$ cat config.mk
export PLATFORM = sky130hd
export DESIGN_NAME = word_serializer
export DESIGN_NICKNAME = d
export VERILOG_FILES = /design/src/rtl/bootloader_pkg.sv /design/src/rtl/word_serializer.sv
export SDC_FILE = /design/constraint.sdc
export NUM_CORES = 1
export LEC_CHECK = 0
export ABC_AREA = 0
export CAP_MARGIN = 20
export CORE_MARGIN = 2
export CORE_UTILIZATION = 31
export CTS_CLUSTER_DIAMETER = 120
export CTS_CLUSTER_SIZE = 10
export DETAILED_ROUTE_END_ITERATION = 10
export PLACE_DENSITY = 0.62
export SYNTH_ARGS = -nofsm -noshare
export SYNTH_HDL_FRONTEND = slang
export SYNTH_SLANG_ARGS = --single-unit
$ cat constraint.sdc
create_clock -name clk -period 2.4 [get_ports clk]
set_input_delay 0.36 -clock clk [delete_from_list [all_inputs] [get_ports clk]]
set_output_delay 0.36 -clock clk [all_outputs]
set_load 0.01 [all_outputs]
$ cat src/rtl/bootloader_pkg.sv
// Shared bootloader definitions used by the word serializer and the byte-to-word assembler.
//   WORD_WIDTH     : word width in bits
//   BYTE_WIDTH     : byte width in bits
//   BYTES_PER_WORD : bytes carried by one word
//   ser_state_e    : IDLE (no word held) / SEND (word held, bytes pending)
package bootloader_pkg;

    localparam int unsigned WORD_WIDTH     = 32;
    localparam int unsigned BYTE_WIDTH     = 8;
    localparam int unsigned BYTES_PER_WORD = WORD_WIDTH / BYTE_WIDTH;

    typedef enum logic {
        IDLE = 1'b0,
        SEND = 1'b1
    } ser_state_e;

endpackage

$ cat src/rtl/word_serializer.sv
// Splits words from instruction-memory readback into little-endian bytes for the TX FIFO.
// Ports:
//   clk, rst          : clock, asynchronous active-high reset
//   word_in/valid     : word source; word_ready acknowledges acceptance
//   byte_out/valid    : byte sink; byte_ready acknowledges acceptance
//   busy              : a word is held with bytes still outstanding
//   words_sent        : wrapping count of fully transmitted words
module word_serializer
    import bootloader_pkg::ser_state_e, bootloader_pkg::IDLE, bootloader_pkg::SEND;
#(
    parameter int unsigned WORD_WIDTH = 32,
    parameter int unsigned BYTE_WIDTH = 8
) (
    input  logic                  clk,
    input  logic                  rst,
    input  logic [WORD_WIDTH-1:0] word_in,
    input  logic                  word_valid,
    output logic                  word_ready,
    output logic [BYTE_WIDTH-1:0] byte_out,
    output logic                  byte_valid,
    input  logic                  byte_ready,
    output logic                  busy,
    output logic [15:0]           words_sent
);

    localparam int unsigned IDX_W   = 2;
    localparam int unsigned CNT_W   = 16;
    localparam logic [IDX_W-1:0] LAST_IDX = IDX_W'(WORD_WIDTH / BYTE_WIDTH - 1);

    ser_state_e            state_q, state_d;
    logic [WORD_WIDTH-1:0] shift_q, shift_d;
    logic [IDX_W-1:0]      byte_idx_q, byte_idx_d;
    logic [CNT_W-1:0]      words_sent_q, words_sent_d;

    logic last_byte;
    logic byte_hs;

    // State and datapath registers.
    always_ff @(posedge clk or posedge rst) begin
        if (rst) begin
            state_q      <= IDLE;
            shift_q      <= '0;
            byte_idx_q   <= '0;
            words_sent_q <= '0;
        end else begin
            state_q      <= state_d;
            shift_q      <= shift_d;
            byte_idx_q   <= byte_idx_d;
            words_sent_q <= words_sent_d;
        end
    end

    // Next-state and handshake logic; a new word may be taken on the same edge the last byte leaves.
    always_comb begin
        state_d      = state_q;
        shift_d      = shift_q;
        byte_idx_d   = byte_idx_q;
        words_sent_d = words_sent_q;
        word_ready   = 1'b0;

        last_byte = (byte_idx_q == LAST_IDX);
        byte_hs   = (state_q == SEND) && byte_ready;

        case (state_q)
            IDLE: begin
                word_ready = !rst;
                if (word_valid) begin
                    state_d    = SEND;
                    shift_d    = word_in;
                    byte_idx_d = '0;
                end
            end
            SEND: begin
                word_ready = !rst && last_byte && byte_ready;
                if (byte_hs) begin
                    if (last_byte) begin
                        words_sent_d = words_sent_q + CNT_W'(1);
                        if (word_valid) begin
                            shift_d    = word_in;
                            byte_idx_d = '0;
                        end else begin
                            state_d    = IDLE;
                            byte_idx_d = '0;
                        end
                    end else begin
                        shift_d    = shift_q >> BYTE_WIDTH;
                        byte_idx_d = byte_idx_q + IDX_W'(1);
                    end
                end
            end
            default: state_d = IDLE;
        endcase
    end

    assign byte_out   = shift_q[BYTE_WIDTH-1:0];
    assign byte_valid = (state_q == SEND);
    assign busy       = byte_valid;
    assign words_sent = words_sent_q;

endmodule

==> metrics.log, run 1 <==
[metrics] clock buffer count from CTS: 5
[metrics] slack of the worst reg-to-reg path: 0.50 ns
[metrics] unrepaired setup endpoints after global routing: false
[metrics] Pwr per Cell Area: 919 nW/um2
[metrics] maximum clock rate: 0.447 GHz
[metrics] number of inserted filler cells in the final layout: 676
[metrics] routed wire length per instance: 14.3 um
[metrics] number of cells on the worst reg-to-reg path: 4
[metrics] fin. max-slew vios: 0
[metrics] number of max-capacitance violations reported: 0
[metrics] sequential area share after synthesis: 0.541
[metrics] crit end category: primary output
[metrics] number of post-CTS setup repair buffers: 0
[metrics] number of design-rule violations left by the first detailed-router iteration: 107
[metrics] I/O Pins: 63
[metrics] clock network latency to the later pin of the worst-skew pair: 0.30 ns
[metrics] last weighted congestion value of the routability-driven placer: 0.728
[metrics] warnings from Yosys: 0
[metrics] maximum number of pins on one net before global-route repair: 33
[metrics] type of the worst setup path: register to primary output
[metrics] post-place setup slack: 0.274 ns
[metrics] Routed met1 length: 2390 um
[metrics] Sequential Power Share: 0.475
[metrics] global-route wire length before repair: 7990 um
[metrics] Core Box Area: 7330 um2
[metrics] cell types with the largest area share after synthesis: dfrtp_1 (54%), o221a_1 (9.5%), nand2b_1 (6.4%), xnor2_1 (3.7%), buf_4 (3.5%)
[metrics] Final Hold Violating Endpoints: 0
[metrics] Layout Area Growth over Synthesis: 30.7%
[metrics] detailed-placement wirelength estimate: 3520 um
[metrics] number of global-route vias before repair: 1551
[metrics] vias after detailed routing: 1612
[metrics] number of H-tree levels: 2
[metrics] Rows: 31
[metrics] relative slew slack: 0.445
[metrics] met2 layer wire length in the routed design: 2240 um
[metrics] total area of multi-input combinational cells: 918 um2
[metrics] library cells used by synthesis: 33
[metrics] library cell with the highest instance count after synthesis: dfrtp_1
[metrics] Initial Utilization: 0.322
[metrics] clock transition at the register clock pins on the worst setup and hold paths after CTS: 0.09 ns
[metrics] setup clock skew after layout: 0.00321 ns
[metrics] DR vias/cell: 4.70
[metrics] EDFF count, synth: 0
[metrics] Sinks on Clock Net: 51
[metrics] layout net count: 281
[metrics] Startpoint Class: register
[metrics] Reg-to-Reg End: shift_q[13]$_DFFE_PP0P_
[metrics] wire length on met3: 201 um
[metrics] horizontal extent of the die: 91.3 um
[metrics] area taken by flip-flops and latches: 1280 um2
[metrics] share of total power consumed by net switching: 0.309
[metrics] maximum vdd ir drop: 0.389 mV
[metrics] proportion of layout cells with a drive suffix above 1: 0.0943
[metrics] antenna violations before repair: 0
[metrics] GRT Overall Usage: 0.121
[metrics] minimum period implied by the final worst setup slack: 2.24 ns
[metrics] synthesized net count: 227
[metrics] final period utilization: 0.932
[metrics] Remaining DRCs: 0
[metrics] setup ws final: 0.163 ns
[metrics] final wirelength: 4920 um
[metrics] top cell type by total area after synthesis: dfrtp_1
[metrics] DIE AREA: 8330 um2
[metrics] Top Metal Used: met4
[metrics] Detailed Routing Iterations Pass 1: 4
[metrics] average size of a mapped cell: 12.5 um2
[metrics] Synth top cells by count: dfrtp_1 (51), nand2b_1 (24), o221a_1 (20)
[metrics] Detail Route Antenna Nets: 0
[metrics] vertical die dimension: 91.3 um
[metrics] arrival time worst endpoint: 1.88 ns
[metrics] total of flip-flops plus latches after synthesis: 51
[metrics] post-synthesis async set-or-reset flop share: 1.00
[metrics] Slew @ Worst Pin: 0.833 ns
[metrics] quantity of gates resized following cts: 0
[metrics] Clock power frac: 0.168
[metrics] buffer type at the clock tree root: clkbuf_8
[metrics] required time of the critical path: 2.04 ns
[metrics] net switching component of the power: 0.877 mW
[metrics] TritonCTS clock tree: built
[metrics] total negative setup slack: 0 ns
[metrics] maximum count of clock buffers along a single path: 2
[metrics] GRT Residual Overflow: 0
[metrics] path type of the worst min-delay path: primary input to async pin
[metrics] leakage power total: 1.27 nW
[metrics] Post-Synthesis Cells: 189
[metrics] total of hold buffers inserted after clock tree synthesis: 0
[metrics] count of endpoints failing setup in the final report: 0
[metrics] cell internal power dissipation: 1.96 mW
[metrics] fraction of power consumed by combinational cells: 0.357
[metrics] Worst Path Max Fanout: 5
[metrics] area of the mapped netlist: 2360 um2
[metrics] commonest register cell after synthesis: dfrtp_1
[metrics] Worst R2R Start: byte_idx_q[0]$_DFFE_PP0P_
[metrics] status: completed
[metrics] count of antenna diodes in the layout: 0
[metrics] area fraction of the dominant cell type after synthesis: 0.541
[metrics] count of port buffers added during placement: 62
[how the worst max path moves through the flow]
stage                     slack (ns)                       to                       from  cells past startpoint
after floorplan                 0.78   shift_q[0]$_DFFE_PP0P_  byte_idx_q[0]$_DFFE_PP0P_                      6
after global placement          0.29  shift_q[13]$_DFFE_PP0P_                 byte_ready                      5
after detailed placement        0.27  shift_q[13]$_DFFE_PP0P_                 byte_ready                      5
after CTS                       0.12               word_ready  byte_idx_q[0]$_DFFE_PP0P_                      4
after global routing            0.07               word_ready  byte_idx_q[0]$_DFFE_PP0P_                      4
final                           0.16               word_ready  byte_idx_q[0]$_DFFE_PP0P_                      4
[layout by cell type (no fill, tap or decap), types with 3 or more instances in the layout]
master / instances
clkdlybuf4s50_1: 62
dfrtp_1: 51
nand2b_1: 24
o221a_1: 20
nand2_1: 10
xnor2_1: 10
a22o_1: 9
nor2_1: 5
xor2_1: 5
clkbuf_8: 5
inv_1: 3
nand4_2: 3
nand3_1: 3
buf_4: 3
[state kept, by name, summed over array words and instances (netlist names)]
name,cells
busy,1
words_sent,16
byte_idx_q,2
shift_q,32
[final cells by class]
class	instances	share of cell area
Clock buffer	6	0.0235
Timing Repair Buffer	66	0.215
Sequential cell	51	0.414
Clock inverter	2	0.00406
Multi-Input combinational cell	114	0.298
Inverter	5	0.00608
Tap cell	99	0.0401
[power groups by stage]
stage               logic [mW]  registers [mW]  clock network [mW]
floorplan                0.792            1.30                   0
global placement          1.01            1.35                   0
detailed placement        1.03            1.35                   0
CTS                       1.03            1.34               0.493
global route              1.12            1.38               0.528
finish                    1.01            1.35               0.477
[per-layer routing]
layer | up-vias | GRT usage
met5 | - | 0
met4 | 0 | 0.0492
met3 | 7 | 0.0257
met2 | 38 | 0.177
met1 | 783 | 0.173
li1 | 784 | -
[critical path: stages, from the launching register on]
cell and delay [ns]:
dfrtp_1 0.40, ha_1 0.28, nand2_1 0.18, a21oi_1 0.18
clkdlybuf4s50_1 0.55
[cell families (layout without fill, tap and decap cells)]
| logic type | after synthesis | in the layout | synth area share |
|---|---|---|---|
| and+or+nand+nor | 55 | 55 | 0.146 |
| buffers and inverters | 24 | 79 | 0.0705 |
| muxes | 3 | 3 | 0.0132 |
| xor gates and xnor gates | 15 | 15 | 0.0556 |
| AOI/OAI and AO/OA | 39 | 39 | 0.163 |
| DFF | 51 | 51 | 0.541 |
| adders and majority gates | 2 | 2 | 0.0106 |
[metrics by stage]
step / cell area (um2) / util / cells / hold WS, ns / total power [mW]
after floorplan: 2360 / - / 189 / 0.466 / 2.09
after global placement: 3000 / 0.409 / 335 / 0.467 / 2.36
after detailed placement: 3000 / 0.409 / 335 / 0.474 / 2.38
after CTS: 3090 / 0.421 / 343 / 0.484 / 2.87
after global routing: 3090 / 0.421 / 343 / 0.511 / 3.02
final: 3090 / 0.421 / 343 / 0.466 / 2.84
No activity file was read; power rests on OpenSTA's default activity.
==> run 2: changes to the inputs <==
- ABC_CLOCK_PERIOD_IN_PS: default -> 2400
- CTS_CLUSTER_DIAMETER: 120 -> default
- TNS_END_PERCENT: default -> 20
==> results of run 2 <==
No change in the layout: final DEF, timing and power equal those of run 1.
==> run 3: changes to the inputs <==
- RECOVER_POWER: default -> 25
==> run 3 against run 2 <==
  * Final cell count is the same
  * Register-to-register slack hardly changed
  * Clock skew decreased by 0.00061 ns
  * Total power shrank 0.14%
  * Largest cell class unchanged
  * Highest routed layer unchanged
==> metrics.log, run 3 (synthesis gave the netlist of run 1 again) <==
[metrics] count of endpoints failing setup in the final report: 0 (unchanged)
[metrics] quantity of gates resized following cts: 0 (unchanged)
[metrics] Rows: 31 (unchanged)
[metrics] global-route wire length before repair: 7990 um (unchanged)
[metrics] type of the worst setup path: register to primary output
[metrics] detailed-placement wirelength estimate: 3520 um (unchanged)
[metrics] Pwr per Cell Area: 923 nW/um2 (+0.47%)
[metrics] Detailed Routing Iterations Pass 1: 4 (unchanged)
[metrics] required time of the critical path: 2.04 ns (about the same)
[metrics] antenna violations before repair: 0 (unchanged)
[metrics] relative slew slack: 0.372 (-0.0724)
[metrics] Final Hold Violating Endpoints: 0 (unchanged)
[metrics] final period utilization: 0.931 (about the same)
[metrics] path type of the worst min-delay path: register to register
[metrics] register ranked first by flip-flop count: shift_q
[metrics] hold depth: 1
[metrics] maximum clock rate: 0.447 GHz (about the same)
[metrics] DR vias/cell: 4.69 (-0.12%)
[metrics] GRT Overall Usage: 0.121 (unchanged)
[metrics] Remaining DRCs: 0 (unchanged)
[metrics] total of hold buffers inserted after clock tree synthesis: 0 (unchanged)
[metrics] layout net count: 281 (unchanged)
[metrics] number of post-CTS setup repair buffers: 0 (unchanged)
[metrics] last weighted congestion value of the routability-driven placer: 0.728 (unchanged)
[metrics] I/O Pins: 63 (unchanged)
[metrics] unrepaired setup endpoints after global routing: false
[metrics] Layout Area Growth over Synthesis: 29.9%
[metrics] setup clock skew after layout: 0.00260 ns (-0.000613 ns)
[metrics] arrival time worst endpoint: 1.88 ns (about the same)
[metrics] TritonCTS clock tree: built
[metrics] clock network latency to the later pin of the worst-skew pair: 0.30 ns (about the same)
[metrics] top library cells by usage in the layout, fill and taps aside: clkdlybuf4s50_1 (61), dfrtp_1 (51), nand2b_1 (24)
[metrics] number of design-rule violations left by the first detailed-router iteration: 109 (+1.9%)
[metrics] Core Box Area: 7330 um2 (unchanged)
[metrics] maximum vdd ir drop: 0.390 mV (+0.25%)
[metrics] Placed Cells: 335 (unchanged)
[metrics] Startpoint Class: register
[metrics] minimum period implied by the final worst setup slack: 2.24 ns (-0.000981 ns)
[metrics] most common cell after layout, fill and taps aside: clkdlybuf4s50_1
[metrics] vertical die dimension: 91.3 um (unchanged)
[metrics] maximum count of clock buffers along a single path: 2 (unchanged)
[metrics] net switching component of the power: 0.877 mW (about the same)
[metrics] number of cells on the worst reg-to-reg path: 4 (unchanged)
[metrics] Worst Path Max Fanout: 5 (unchanged)
[metrics] leakage power total: 1.27 nW (-0.59%)
[metrics] crit end category: primary output
[metrics] Sequential Power Share: 0.476 (about the same)
[metrics] status: completed
[metrics] number of H-tree levels: 2 (unchanged)
[metrics] fin. max-slew vios: 0 (unchanged)
[metrics] final wirelength: 4940 um (+0.43%)
[metrics] post-layout total power: 2.83 mW (-0.14%)
[metrics] Clock power frac: 0.168 (about the same)
[metrics] clock buffer count from CTS: 5 (unchanged)
[metrics] Sinks on Clock Net: 51 (unchanged)
[metrics] cell internal power dissipation: 1.95 mW (-0.21%)
[metrics] horizontal extent of the die: 91.3 um (unchanged)
[metrics] max FFs per register: 32 (unchanged)
[metrics] Post-Layout Inst Area: 3070 um2 (-0.61%)
[metrics] total negative setup slack: 0 ns (unchanged)
[metrics] fin cells: 343 (unchanged)
[metrics] count of antenna diodes in the layout: 0 (unchanged)
[metrics] number of max-capacitance violations reported: 0 (unchanged)
[metrics] Detail Route Antenna Nets: 0 (unchanged)
[metrics] maximum number of pins on one net before global-route repair: 33 (unchanged)
[metrics] DIE AREA: 8330 um2 (unchanged)
[metrics] Initial Utilization: 0.322 (unchanged)
[metrics] buffer type at the clock tree root: clkbuf_8
[metrics] Slew @ Worst Pin: 0.941 ns (+0.108 ns)
[metrics] number of global-route vias before repair: 1551 (unchanged)
[metrics] share of total power consumed by net switching: 0.310 (+0.000453)
[metrics] fraction of power consumed by combinational cells: 0.356 (about the same)
[metrics] placed cell area: 3000 um2 (unchanged)
[metrics] clock transition at the register clock pins on the worst setup and hold paths after CTS: 0.09 ns (about the same)
[metrics] routed wire length per instance: 14.4 um (+0.43%)
[metrics] vias after detailed routing: 1610 (-0.12%)
[metrics] proportion of layout cells with a drive suffix above 1: 0.0861 (-0.00820)
[metrics] count of port buffers added during placement: 62 (unchanged)
[metrics] GRT Residual Overflow: 0 (unchanged)
==> run 3: routing by layer <==
metal | vias to the layer above | part of all wire | track usage
met3 | 7 | 0.038 | 0.0257
met4 | 0 | 0.016 | 0.0492
met5 | - | 0 | 0
li1 | 783 | - | -
met2 | 35 | 0.46 | 0.177
met1 | 785 | 0.49 | 0.173
==> run 3: path summary, 6_finish.rpt <==
path,from,slack (ns),endpoint
setup / recovery,byte_idx_q[0]$_DFFE_PP0P_,0.16,word_ready
hold / removal,words_sent[15]$_DFFE_PP0P_,0.47,words_sent[15]$_DFFE_PP0P_
setup reg to reg,byte_idx_q[0]$_DFFE_PP0P_,0.49,shift_q[13]$_DFFE_PP0P_
hold reg to reg,words_sent[15]$_DFFE_PP0P_,0.47,words_sent[15]$_DFFE_PP0P_
max in group asynchronous,rst,0.47,words_sent[12]$_DFFE_PP0P_
min in group asynchronous,rst,0.74,words_sent[0]$_DFFE_PP0P_
==> run 3: area by class of cell <==
| cell class | instances | area (um2) |
|---|---|---|
| tap | 99 | 124 |
| sequential | 51 | 1280 |
| clock inverter | 2 | 12.5 |
| clock buffer | 6 | 72.6 |
| fill | 680 | 4260 |
| multi-input combinational | 114 | 918 |
| timing repair buffer | 66 | 644 |
| inverter | 5 | 18.8 |
==> run 3: critical path, cell delays in order, from the launching register on <==
cell and delay, ns:
dfrtp_1 0.40, ha_1 0.28, nand2_1 0.18, a21oi_1 0.18
clkdlybuf4s50_1 0.55
==> run 3: through the flow <==
stage | util | hold WS (ns) | setup slack (ns)
after global placement | 0.409 | 0.467 | 0.291
after detailed placement | 0.409 | 0.474 | 0.274
after CTS | 0.421 | 0.484 | 0.122
final | 0.418 | 0.473 | 0.164
after floorplan | - | 0.466 | 0.785
after global routing | 0.418 | 0.520 | 0.0701
==> run 3: power groups by stage <==
stage,clock network (mW),registers [mW],logic [mW]
floorplan,0,1.30,0.792
global placement,0,1.35,1.01
detailed placement,0,1.35,1.03
CTS,0.493,1.34,1.03
global route,0.528,1.38,1.11
finish,0.476,1.35,1.01
